`config.mk`:
```
export PLATFORM = sky130hd
export DESIGN_NAME = soc_bus_fabric
export DESIGN_NICKNAME = d
export VERILOG_FILES = /design/src/rtl/soc_bus_pkg.sv /design/src/rtl/soc_bus_rdmux.sv /design/src/rtl/soc_bus_fabric.sv
export SDC_FILE = /design/constraint.sdc
export NUM_CORES = 1
export LEC_CHECK = 0
export CORE_MARGIN = 2
export CORE_UTILIZATION = 30
export CTS_BUF_LIST = sky130_fd_sc_hd__clkbuf_4 sky130_fd_sc_hd__clkbuf_8 sky130_fd_sc_hd__clkbuf_16
export DETAILED_ROUTE_END_ITERATION = 16
export MAX_ROUTING_LAYER = met4
export PLACE_DENSITY = 0.79
export SETUP_SLACK_MARGIN = 0.5
export SYNTH_ARGS = -nofsm -noshare
export SYNTH_HDL_FRONTEND = slang
export SYNTH_SLANG_ARGS = --single-unit
```
`constraint.sdc`:
```
create_clock -name clk -period 2.3 [get_ports clk]
set_clock_uncertainty 0.2 [all_clocks]
set_input_delay 0.69 -clock clk [delete_from_list [all_inputs] [get_ports clk]]
set_output_delay 0.69 -clock clk [all_outputs]
set_load 0.01 [all_outputs]
```
`src/rtl/soc_bus_pkg.sv`:
```
// soc_bus_pkg: shared state encoding, default memory map and width helper for the bus fabric
package soc_bus_pkg;
  typedef enum logic [1:0] {
    ST_IDLE  = 2'd0,
    ST_WAIT  = 2'd1,
    ST_FORCE = 2'd2
  } state_t;
  localparam logic [3:0] MAP_SRAM = 4'h4;
  localparam logic [3:0] MAP_ROM  = 4'h0;
  localparam logic [3:0] MAP_UART = 4'he;
  localparam logic [3:0] MAP_GPIO = 4'hd;
  function automatic int clog2(input int v);
    int r = 0;
    while ((1 << r) < v) r++;
    return r;
  endfunction
endpackage

```
`src/rtl/soc_bus_rdmux.sv`:
```
// soc_bus_rdmux: parametrised one-hot AND-OR read-data mux
module soc_bus_rdmux #(
  parameter int N = 4,
  parameter int W = 32
) (
  input  logic [N-1:0]   sel,
  input  logic [N*W-1:0] din,
  output logic [W-1:0]   dout
);
  always_comb begin
    dout = '0;
    for (int i = 0; i < N; i++) dout = dout | (din[i*W +: W] & {W{sel[i]}});
  end
endmodule

```
`src/rtl/soc_bus_fabric.sv`:
```
// soc_bus_fabric: address-decoding data-bus interconnect with wait stall, timeout/unmapped abort and fault capture
module soc_bus_fabric
  import soc_bus_pkg::*;
#(
  parameter int NSLV = 4,
  parameter int SEL_MSB = 31,
  parameter int SEL_LSB = 28,
  parameter logic [NSLV*(SEL_MSB-SEL_LSB+1)-1:0] SLV_BASE = {MAP_GPIO, MAP_UART, MAP_ROM, MAP_SRAM},
  parameter int TIMEOUT = 255,
  parameter bit ABORT_UNMAPPED = 1'b1
) (
  input  logic              clk,
  input  logic              rst,
  input  logic              ram_cen,
  input  logic              ram_wen,
  input  logic [31:0]       ram_addr,
  output logic [31:0]       ram_rdata,
  output logic              ram_abort,
  output logic              cpu_en,
  output logic [NSLV-1:0]   s_ce,
  input  logic [NSLV*32-1:0] s_rdata,
  input  logic [NSLV-1:0]   s_wait,
  input  logic              err_clr,
  output logic              err_valid,
  output logic [31:0]       err_addr,
  output logic              err_wr,
  output logic              err_tout
);
  localparam int SW = SEL_MSB - SEL_LSB + 1;
  localparam int CW = clog2(TIMEOUT + 1);
  state_t state, state_nxt;
  logic [CW-1:0] wait_cnt, cnt_nxt;
  logic [NSLV-1:0] hit, sel_d;
  logic sw, unmapped, at_max, en_fsm, forced, unm_ev, fault;
  always_comb begin
    hit = '0;
    for (int i = NSLV - 1; i >= 0; i--)
      if (ram_cen && ram_addr[SEL_MSB:SEL_LSB] == SLV_BASE[i*SW +: SW]) begin
        hit = '0;
        hit[i] = 1'b1;
      end
  end
  assign forced   = state == ST_FORCE;
  assign s_ce     = forced ? '0 : hit;
  assign sw       = |(hit & s_wait);
  assign unmapped = ram_cen & ~|hit;
  assign at_max   = wait_cnt == CW'(TIMEOUT);
  always_comb begin
    state_nxt = ST_IDLE;
    cnt_nxt = '0;
    en_fsm = 1'b1;
    case (state)
      ST_IDLE: if (sw) begin
        state_nxt = ST_WAIT;
        cnt_nxt = CW'(1);
        en_fsm = 1'b0;
      end
      ST_WAIT: if (sw) begin
        state_nxt = at_max ? ST_FORCE : ST_WAIT;
        cnt_nxt = at_max ? wait_cnt : wait_cnt + 1'b1;
        en_fsm = 1'b0;
      end
      default: ;
    endcase
  end
  assign cpu_en = rst | en_fsm;
  assign unm_ev = en_fsm & ~forced & unmapped;
  assign fault  = forced | unm_ev;
  always_ff @(posedge clk) begin
    if (rst) begin
      state <= ST_IDLE;
      wait_cnt <= '0;
      sel_d <= '0;
      ram_abort <= 1'b0;
      err_valid <= 1'b0;
      err_addr <= '0;
      err_wr <= 1'b0;
      err_tout <= 1'b0;
    end else begin
      state <= state_nxt;
      wait_cnt <= cnt_nxt;
      if (en_fsm) sel_d <= forced ? '0 : hit;
      ram_abort <= forced | (unm_ev & ABORT_UNMAPPED);
      if (fault && (!err_valid || err_clr)) begin
        err_valid <= 1'b1;
        err_addr <= ram_addr;
        err_wr <= ram_wen;
        err_tout <= forced;
      end else if (err_clr) err_valid <= 1'b0;
    end
  end
  soc_bus_rdmux #(.N(NSLV), .W(32)) u_rdmux (
    .sel  (rst ? '0 : sel_d),
    .din  (s_rdata),
    .dout (ram_rdata)
  );
endmodule
```
==> flow_metrics.py, run 1 <==
metrics = {
    "finish": {
        "final_common_cell": "clkdlybuf4s50_1",
        "nets": 866,
        "area_growth_pct": 154,
        "final_cell_mix": "154 x clkdlybuf4s50_1, 62 x buf_6, 60 x a22oi_2",
        "fillerInstances": 520,
        "final_area_sq_um": 7400,
        "utilization_pct": 79.4,
        "final_layout_size_suffix_gt1_share_pct": 45.9,
        "final-instance-count-excl-fill": 827,
    },
    "floorplan": {
        "io-pin-count": 242,
        "core_sq_um": 9330,
        "fp.dieW_um": 103,
        "die_area_sq_um": 10500,
        "start_util_pct": 31.2,
        "num_rows": 35,
        "chipHeight_um": 103,
    },
    "clocking": {
        "clock_latency_ns": 0.31,
        "cts_tree": "built",
        "cts.path.max_buffers": 2,
        "cts_max_level": 2,
        "clk_pin_slew_ns": 0.09,
        "hold_buffers": 0,
        "cts.sinks": 50,
        "cts-root-buf": "clkbuf_8",
        "numCtsBuffers": 5,
    },
    "timing": {
        "finalSetupTns_ns": -14.39,
        "worstMarginPinSlew_ns": 0.418,
        "period_share_pct": 120,
        "setup_violations": 69,
        "finalHoldViolations": 0,
        "max_freq_ghz": 0.362,
        "whs_ns": 0.273,
        "fin_ws_ns": -0.460,
        "slew_viol_final": 0,
        "fin_crit_ns": 2.76,
        "rsz0062_at_grt": "true",
        "max_slew_margin_pct": 71.9,
    },
    "route": {
        "dr.pass1.iters": 5,
        "dr_wl_met3_um": 1350,
        "final_antenna_net_count": 0,
        "drc": 0,
        "vias": 4638,
        "wl_met2_um": 9550,
        "top_layer": "met4",
        "drt_iter0_markers": 295,
        "via_per_inst": 5.61,
        "wire_per_inst_um": 22.5,
        "wirelength_met1_um": 6750,
        "wl_um": 18600,
    },
    "hold_path": {
        "worstHoldPathType": "flip-flop to flip-flop",
    },
    "power_and_ir_drop": {
        "peakVddDrop_v": 0.000271,
        "p_leak_nw": 3.01,
        "power_density_nw_per_um2": 324,
        "p_sw_mw": 0.664,
        "internal-power_mw": 1.73,
        "total_power_mw": 2.40,
        "power_frac_comb_pct": 36.5,
        "p_clk_share_pct": 24.6,
        "p_seq_share_pct": 38.8,
        "p_sw_share_pct": 27.7,
    },
    "setup_path": {
        "worstPathArrival_ns": 1.87,
        "cp_cell_sequence": "buf_8 > buf_6 > nand3b_1 > a2111oi_4 > nor2_4 > buf_6",
        "worstSetupEndpointType": "output pin",
        "cp_slowest_stage_delay_ns": 0.48,
        "worstPathMaxFanout": 4,
        "worst_setup_path_start_kind": "input pin",
        "cpMaxStageDelayCell": "a2111oi_4",
        "cp_common_cell": "buf_6",
        "critPathKind": "input pin to output pin",
        "cp_data_required_time_ns": 1.41,
    },
    "placed_design": {
        "pre_cts_slack_ns": -1.10,
        "place_congestion": 0.830,
        "dp_cells": 730,
        "dp_hpwl_um": 9850,
        "portBuffers": 241,
        "place_area_sq_um": 5880,
    },
    "synthesis": {
        "synth.ff_latch_count": 50,
        "syn_avg_cell_area_sq_um": 8.07,
        "synth_top_flop_cell": "dfxtp_1",
        "yosysSeqAreaShare_pct": 34.4,
        "yosys_warnings": 0,
        "async_reset_ff_share_pct": 0,
        "netlist_instances": 361,
        "netlist_area_sq_um": 2910,
        "synth_nets": 531,
        "ys_types": 40,
        "synth_edf_count": 0,
    },
    "run": {
        "cap_violations": 0,
    },
    "outcome": {
        "status": "finished, violations left",
        "violations": "negative setup slack",
    },
    "grt": {
        "grt_pass1_wl_um": 23700,
        "grt_pass1_vias": 4497,
        "track_usage_pct": 30.3,
        "antenna_found_initial": 1,
        "grt_max_degree": 30,
        "gr-total-overflow": 0,
    },
}
synthesized netlist by cell type, drive strengths merged (4+ instances only):
| master | number | area (sq um) |
|---|---|---|
| a21oi | 39 | 195 |
| a22oi | 64 | 480 |
| buf | 15 | 109 |
| clkbuf | 21 | 82.6 |
| dfxtp | 50 | 1000 |
| mux2 | 4 | 45.0 |
| nand2 | 35 | 131 |
| nand3b | 34 | 255 |
| nand4 | 5 | 31.3 |
| nor2 | 14 | 55.1 |
| nor2b | 5 | 31.3 |
| nor3 | 7 | 35.0 |
| o21ai | 36 | 184 |
logic make-up (layout without fill, tap and decap cells):
group | Yosys count | in the layout | synth area share (%)
AO/OA/AOI/OAI | 146 | 146 | 32.5
flip-flops | 50 | 50 | 34.4
multiplexers | 5 | 5 | 1.89
AND/OR/NAND/NOR | 118 | 118 | 23.1
XOR/XNOR | 3 | 3 | 0.902
buffers and inverters | 38 | 374 | 6.83
adder cells (fa/ha/maj) | 1 | 1 | 0.429
other | 0 | 1 | 0
layer usage:
layer / GRT usage (%) / up-vias
li1: - / 2037
met1: 34.2 / 2230
met2: 51.7 / 285
met3: 6.98 / 86
met4: 12.7 / 0
met5: - / -
power by group through the flow:
stage               combinational (mW)  clock, mW  sequential (mW)
detailed placement               0.628          0            0.944
CTS                              0.793      0.586            0.925
floorplan                        0.170          0            0.962
finish                           0.876      0.591            0.931
global route                     0.912      0.617            0.935
global placement                 0.617          0            0.942
cell type report:
type	count	area, sq um	share of cell area [%]
diodes	1	2.50	0.0338
clock buffers	7	96.3	1.30
clock inverters	1	8.76	0.118
inverters	2	7.51	0.101
multi-input cells	273	2260	30.6
flip-flops and latches	50	1010	13.6
well taps	129	161	2.18
repair buffers	364	3860	52.1
flip-flops by register name (all words and copies together), names as in the netlist:
register	flops
ram_abort	1
err_valid	1
sel_d	4
err_addr	32
state	2
err_tout	1
wait_cnt	8
err_wr	1
critical path, delay by kind of cell:
| family | cells | cell delay (ns) |
|---|---|---|
| buffers and inverters | 3 | 0.35 |
| and+or+nand+nor | 2 | 0.34 |
| AOI/OAI and AO/OA | 1 | 0.48 |
final timing paths:
check                    start      endpoint  slack (ns)  cells after the start
setup reg to reg      state[0]  err_addr[13]        0.01                      9
setup / recovery  ram_addr[28]        cpu_en       -0.46                      6
hold / removal    err_addr[19]  err_addr[19]        0.27                      2
hold reg to reg   err_addr[19]  err_addr[19]        0.27                      2
what timing repair did:
item,CTS,global route
endpoints found under the setup margin,123,120
endpoints found under the hold margin,0,0
cloned,17,2
pin swaps,53,50
gates resized for setup,376,95
setup buffers,52,17
Power figures use the tool's default switching activity.
==> run 2, diff against run 1 <==
==> constraint.sdc (replaced) <==
create_clock -name clk -period 2.25 [get_ports clk]
set_clock_uncertainty 0.2 [all_clocks]
set_input_delay 0.675 -clock clk [delete_from_list [all_inputs] [get_ports clk]]
set_output_delay 0.675 -clock clk [all_outputs]
set_load 0.01 [all_outputs]
==> run 2 against run 1 <==
The flow still finishes with violations (negative setup slack). First-iteration DRC count down 19%. Die area unchanged. Largest power group unchanged. Combinational power up 0.7%. Cell area down 3.1%. Global-route usage down 1.0 points.
==> flow_metrics.py, run 2 (same netlist as run 1, synthesis figures left out) <==
metrics = {
    "clocking": {
        "clock_latency_ns": 0.31,
        "cts.path.max_buffers": 2,
        "numCtsBuffers": 5,
        "cts-root-buf": "clkbuf_8",
        "cts_tree": "built",
        "cts.sinks": 50,
        "cts_max_level": 2,
        "clk_pin_slew_ns": 0.10,
    },
    "route": {
        "dr_wl_met3_um": 1290,
        "dr.pass1.iters": 4,
        "wire_per_inst_um": 22.1,
        "top_layer": "met4",
        "wirelength_met1_um": 6470,
        "wl_um": 17900,
        "via_per_inst": 5.54,
        "vias": 4491,
        "drc": 0,
        "final_antenna_net_count": 0,
        "wl_met2_um": 9160,
        "drt_iter0_markers": 240,
    },
    "floorplan": {
        "chipHeight_um": 103,
        "fp.dieW_um": 103,
        "io-pin-count": 242,
        "start_util_pct": 31.2,
        "die_area_sq_um": 10500,
        "num_rows": 35,
        "core_sq_um": 9330,
    },
    "power_and_ir_drop": {
        "p_clk_share_pct": 23.7,
        "internal-power_mw": 1.73,
        "power_frac_comb_pct": 36.7,
        "p_sw_mw": 0.680,
        "power_density_nw_per_um2": 335,
        "p_leak_nw": 2.92,
        "p_sw_share_pct": 28.3,
        "total_power_mw": 2.41,
        "p_seq_share_pct": 39.7,
        "peakVddDrop_v": 0.000296,
    },
    "timing": {
        "max_slew_margin_pct": 69.7,
        "setup_violations": 71,
        "finalSetupTns_ns": -12.94,
        "fin_crit_ns": 2.62,
        "fin_ws_ns": -0.372,
        "worstMarginPinSlew_ns": 0.454,
        "period_share_pct": 117,
        "finalHoldViolations": 0,
        "whs_ns": 0.259,
        "max_freq_ghz": 0.381,
        "rsz0062_at_grt": "true",
        "slew_viol_final": 0,
    },
    "finish": {
        "multi_input_area_sq_um": 2290,
        "top_regs": "err_addr: 32 flops, wait_cnt: 8 flops, sel_d: 4 flops",
        "area_growth_pct": 146,
        "largest_reg_flops": 32,
        "regArea_sq_um": 1030,
        "fillerInstances": 585,
        "nets": 849,
        "final_cell_mix": "153 x clkdlybuf4s50_1, 60 x buf_2, 52 x a22oi_2",
        "final_common_cell": "clkdlybuf4s50_1",
        "top_register": "err_addr",
        "final_layout_size_suffix_gt1_share_pct": 49.0,
        "final_area_sq_um": 7170,
    },
    "grt": {
        "antenna_found_initial": 2,
        "grt_max_degree": 30,
        "grt_pass1_wl_um": 23000,
        "gr-total-overflow": 0,
        "grt_pass1_vias": 4403,
        "track_usage_pct": 29.3,
    },
    "placed_design": {
        "place_congestion": 0.829,
        "dp_hpwl_um": 9930,
        "place_area_sq_um": 5890,
        "portBuffers": 241,
        "pre_cts_slack_ns": -1.13,
    },
    "outcome": {
        "violations": "negative setup slack",
        "status": "finished, violations left",
    },
    "hold_path": {
        "worstHoldPathType": "flip-flop to flip-flop",
    },
    "setup_path": {
        "worstPathMaxFanout": 7,
        "worstPathArrival_ns": 1.75,
        "worstSetupEndpointType": "output pin",
        "cp_data_required_time_ns": 1.37,
        "worst_setup_path_start_kind": "input pin",
        "critPathKind": "input pin to output pin",
    },
    "run": {
        "cap_violations": 0,
    },
}
[run 2: cell count changes in the layout (fill, tap and decap cells not counted), moves of 4 or more]
cell,change
dfxtp_2,+19
o21ai_0,-9
a22oi_2,-8
a21oi_2,+5
buf_2,+31
a21oi_1,-5
buf_6,-26
clkbuf_2,-19
o21ai_2,+7
dfxtp_1,-19
buf_4,+4
clkdlybuf4s15_1,-6
a22oi_1,+8
[run 2: path summary, 6_finish.rpt]
check | start | slack (ns) | cells past startpoint | to
max | rst | -0.37 | 9 | ram_rdata[28]
min | err_addr[15] | 0.26 | 2 | err_addr[15]
min reg2reg | err_addr[15] | 0.26 | 2 | err_addr[15]
max reg2reg | state[0] | 0.04 | 8 | err_addr[28]
[run 2: final cells by class]
class,count,share of cell area [%]
multi-input cells,273,31.9
inverters,2,0.105
diodes,2,0.0698
repair buffers,347,50.0
clock inverters,2,0.174
flip-flops and latches,50,14.4
well taps,129,2.25
clock buffers,6,1.15
[run 2: repair_timing]
item | CTS | global route
endpoints found under the setup margin | 123 | 118
resized for setup | 388 | 123
gates cloned | 16 | 4
hold buffers | 0 | 0
setup buffers | 27 | 23
hold endpoints to repair | 0 | 0
pin swaps | 37 | 58
[run 2: critical path, cell delays in order]
cell and delay [ns]:
buf_12 0.12, buf_6 0.11, nor2b_4 0.18, buf_6 0.13
buf_12 0.09, buf_16 0.12, a22oi_2 0.09, nand2_1 0.09
buf_2 0.14
[run 2: routing by layer]
| layer | vias up | GRT usage, % |
|---|---|---|
| met3 | 82 | 7.12 |
| met1 | 2160 | 32.5 |
| met5 | - | - |
| li1 | 2009 | - |
| met2 | 240 | 49.7 |
| met4 | 0 | 13.4 |
[run 2: metrics by stage]
step,std cells,util (%)
final,811,76.9
after global routing,811,76.9
after CTS,782,72.9
after detailed placement,731,63.1
after global placement,731,63.1
after floorplan,361,-
[run 2: power by group through the flow]
stage          Clock, mW  Sequential (mW)  Combinational, mW
2_1_floorplan          0            0.984              0.174
3_3_place_gp           0            0.963              0.630
3_5_place_dp           0            0.965              0.643
4_1_cts            0.559            0.948              0.800
5_1_grt            0.600            0.958              0.920
6_report           0.569            0.955              0.882
==> run 3, diff against run 2 <==
--- a/config.mk
+++ b/config.mk
@@ -5,12 +5,15 @@
 export SDC_FILE = /design/constraint.sdc
 export NUM_CORES = 1
 export LEC_CHECK = 0
+export CELL_PAD_IN_SITES_DETAIL_PLACEMENT = 2
+export CELL_PAD_IN_SITES_GLOBAL_PLACEMENT = 2
 export CORE_MARGIN = 2
-export CORE_UTILIZATION = 30
+export CORE_UTILIZATION = 14
 export CTS_BUF_LIST = sky130_fd_sc_hd__clkbuf_4 sky130_fd_sc_hd__clkbuf_8 sky130_fd_sc_hd__clkbuf_16
 export DETAILED_ROUTE_END_ITERATION = 16
+export HOLD_SLACK_MARGIN = 0.02
 export MAX_ROUTING_LAYER = met4
-export PLACE_DENSITY = 0.79
+export PLACE_DENSITY_LB_ADDON = 0.1
 export SETUP_SLACK_MARGIN = 0.5
 export SYNTH_ARGS = -nofsm -noshare
 export SYNTH_HDL_FRONTEND = slang
==> run 3 against run 2 <==
The flow still finishes with violations (negative setup slack). Register-to-register slack improved by 0.04 ns. Final cell count rose by 20%. Critical endpoint is now cpu_en. Critical path depth fell by 4. Utilization fell by 39 points. Highest routed layer unchanged. Via count fell by 4.2%.
==> flow_metrics.py, run 3 (same netlist as run 1, synthesis figures left out) <==
metrics = {
    "outcome": {
        "status": "finished, violations left",
        "violations": "negative setup slack",
    },
    "placed_design": {
        "dp_hpwl_um": 13800,
        "portBuffers": 241,
        "pre_cts_slack_ns": -1.24,
        "place_congestion": 0.830,
    },
    "floorplan": {
        "fp.dieW_um": 148,
        "chipHeight_um": 148,
        "io-pin-count": 242,
        "start_util_pct": 14.3,
        "core_sq_um": 20300,
        "die_area_sq_um": 22000,
        "num_rows": 52,
    },
    "timing": {
        "setup_violations": 70,
        "worstMarginPinSlew_ns": 0.475,
        "period_share_pct": 115,
        "finalHoldViolations": 0,
        "fin_crit_ns": 2.58,
        "slew_viol_final": 0,
        "fin_ws_ns": -0.327,
        "max_slew_margin_pct": 68.4,
        "rsz0062_at_grt": "true",
        "max_freq_ghz": 0.388,
    },
    "setup_path": {
        "cp_slowest_stage_delay_ns": 0.42,
        "worstPathArrival_ns": 1.70,
        "ff2ff_path_depth": 8,
        "worstPathMaxFanout": 4,
        "worstSetupEndpointType": "output pin",
        "cp_data_required_time_ns": 1.37,
        "worst_setup_path_start_kind": "input pin",
        "critPathKind": "input pin to output pin",
        "cpMaxStageDelayCell": "or3_4",
        "cp_cell_sequence": "buf_6 > or3_4 > nor4_4 > nor2_4 > buf_6",
        "cp_common_cell": "buf_6",
    },
    "route": {
        "drc": 0,
        "drt_iter0_markers": 83,
        "via_per_inst": 4.43,
        "wire_per_inst_um": 21.4,
        "final_antenna_net_count": 0,
        "vias": 4302,
        "dr.pass1.iters": 4,
        "wl_um": 20800,
    },
    "clocking": {
        "cts_tree": "built",
        "cts.path.max_buffers": 2,
        "clock_latency_ns": 0.30,
        "cts-root-buf": "clkbuf_16",
        "cts_max_level": 2,
        "cts.sinks": 50,
        "clk_pin_slew_ns": 0.08,
        "hold_buffers": 0,
        "numCtsBuffers": 5,
    },
    "hold_path": {
        "worstHoldPathType": "flip-flop to flip-flop",
        "hold_depth": 2,
    },
    "finish": {
        "largest_reg_flops": 32,
        "final_common_cell": "clkdlybuf4s50_1",
        "nets": 869,
        "area_growth_pct": 163,
        "final_cell_mix": "147 x clkdlybuf4s50_1, 64 x buf_6, 56 x a22oi_2",
        "top_regs": "err_addr: 32 flops, wait_cnt: 8 flops, sel_d: 4 flops",
        "final_layout_size_suffix_gt1_share_pct": 46.7,
        "utilization_pct": 37.8,
        "top_register": "err_addr",
    },
    "power_and_ir_drop": {
        "p_leak_nw": 3.09,
        "power_density_nw_per_um2": 355,
        "peakVddDrop_v": 0.000297,
        "total_power_mw": 2.72,
    },
    "grt": {
        "gr-total-overflow": 0,
        "track_usage_pct": 18.1,
        "grt_pass1_wl_um": 29500,
        "antenna_found_initial": 0,
        "grt_pass1_vias": 4655,
        "grt_max_degree": 37,
    },
    "run": {
        "cap_violations": 0,
    },
}
## run 3: changes by cell type in the layout (fill, tap and decap cells not counted), moves of 6 or more
cell and change:
clkdlybuf4s50_1 -6, dfxtp_2 -7, o21ai_2 -12, a21oi_1 +9
buf_2 -13, o21ai_0 +11, buf_6 +28, dfxtp_1 +7
clkbuf_16 +7, a21oi_2 -9
## run 3: worst paths after layout
kind                 from           end  slack (ns)
min reg2reg  err_addr[23]  err_addr[23]        0.27
min          err_addr[23]  err_addr[23]        0.27
max reg2reg      state[0]  err_addr[30]        0.08
max          ram_addr[31]        cpu_en       -0.33
## run 3: metrics by stage
step                hold WS (ns)  cell area [sq um]  TNS, ns  std cells
global route               0.304               7660   -14.25        970
finish                     0.273               7670   -11.17        971
CTS                        0.283               7220    -8.54        948
floorplan                  0.244               3230    -1.43        361
detailed placement         0.274               6110   -57.06        878
global placement           0.254               6110   -53.98        878
## run 3: routing by layer
metal	up-vias	part of all wire [%]	routed length, um	track usage (%)
met3	12	5.2	1090	3.80
met2	154	52	10800	31.7
li1	2032	-	-	-
met4	0	0.99	205	3.29
met5	-	0	0	-
met1	2104	42	8690	21.8
## run 3: critical path, delay by kind of cell
family,cells,cell delay (ns)
and+or+nand+nor,3,0.80
buffers and inverters,2,0.22
## run 3: report_power, final
part / switching, mW / total (mW) / internal, mW / leakage, nW
logic: 0.308 / 0.829 / 0.521 / 2.59
registers: 0.0204 / 0.950 / 0.930 / 0.415
clock network: 0.383 / 0.943 / 0.561 / 0.0875
## run 3: cell type report
type / count / area (sq um)
multi-input cells: 273 / 2200
inverters: 2 / 7.51
repair buffers: 367 / 3920
clock buffers: 6 / 139
flip-flops and latches: 50 / 1020
well taps: 270 / 338
fillers: 2210 / 12600
diodes: 1 / 2.50
clock inverters: 2 / 38.8
## run 3: what timing repair did
action,in CTS,in global routing
endpoints found under the hold margin,0,0
setup endpoints to repair,123,99
pin swaps,57,51
resized for setup,462,72
gates cloned,11,7
setup buffers,51,15
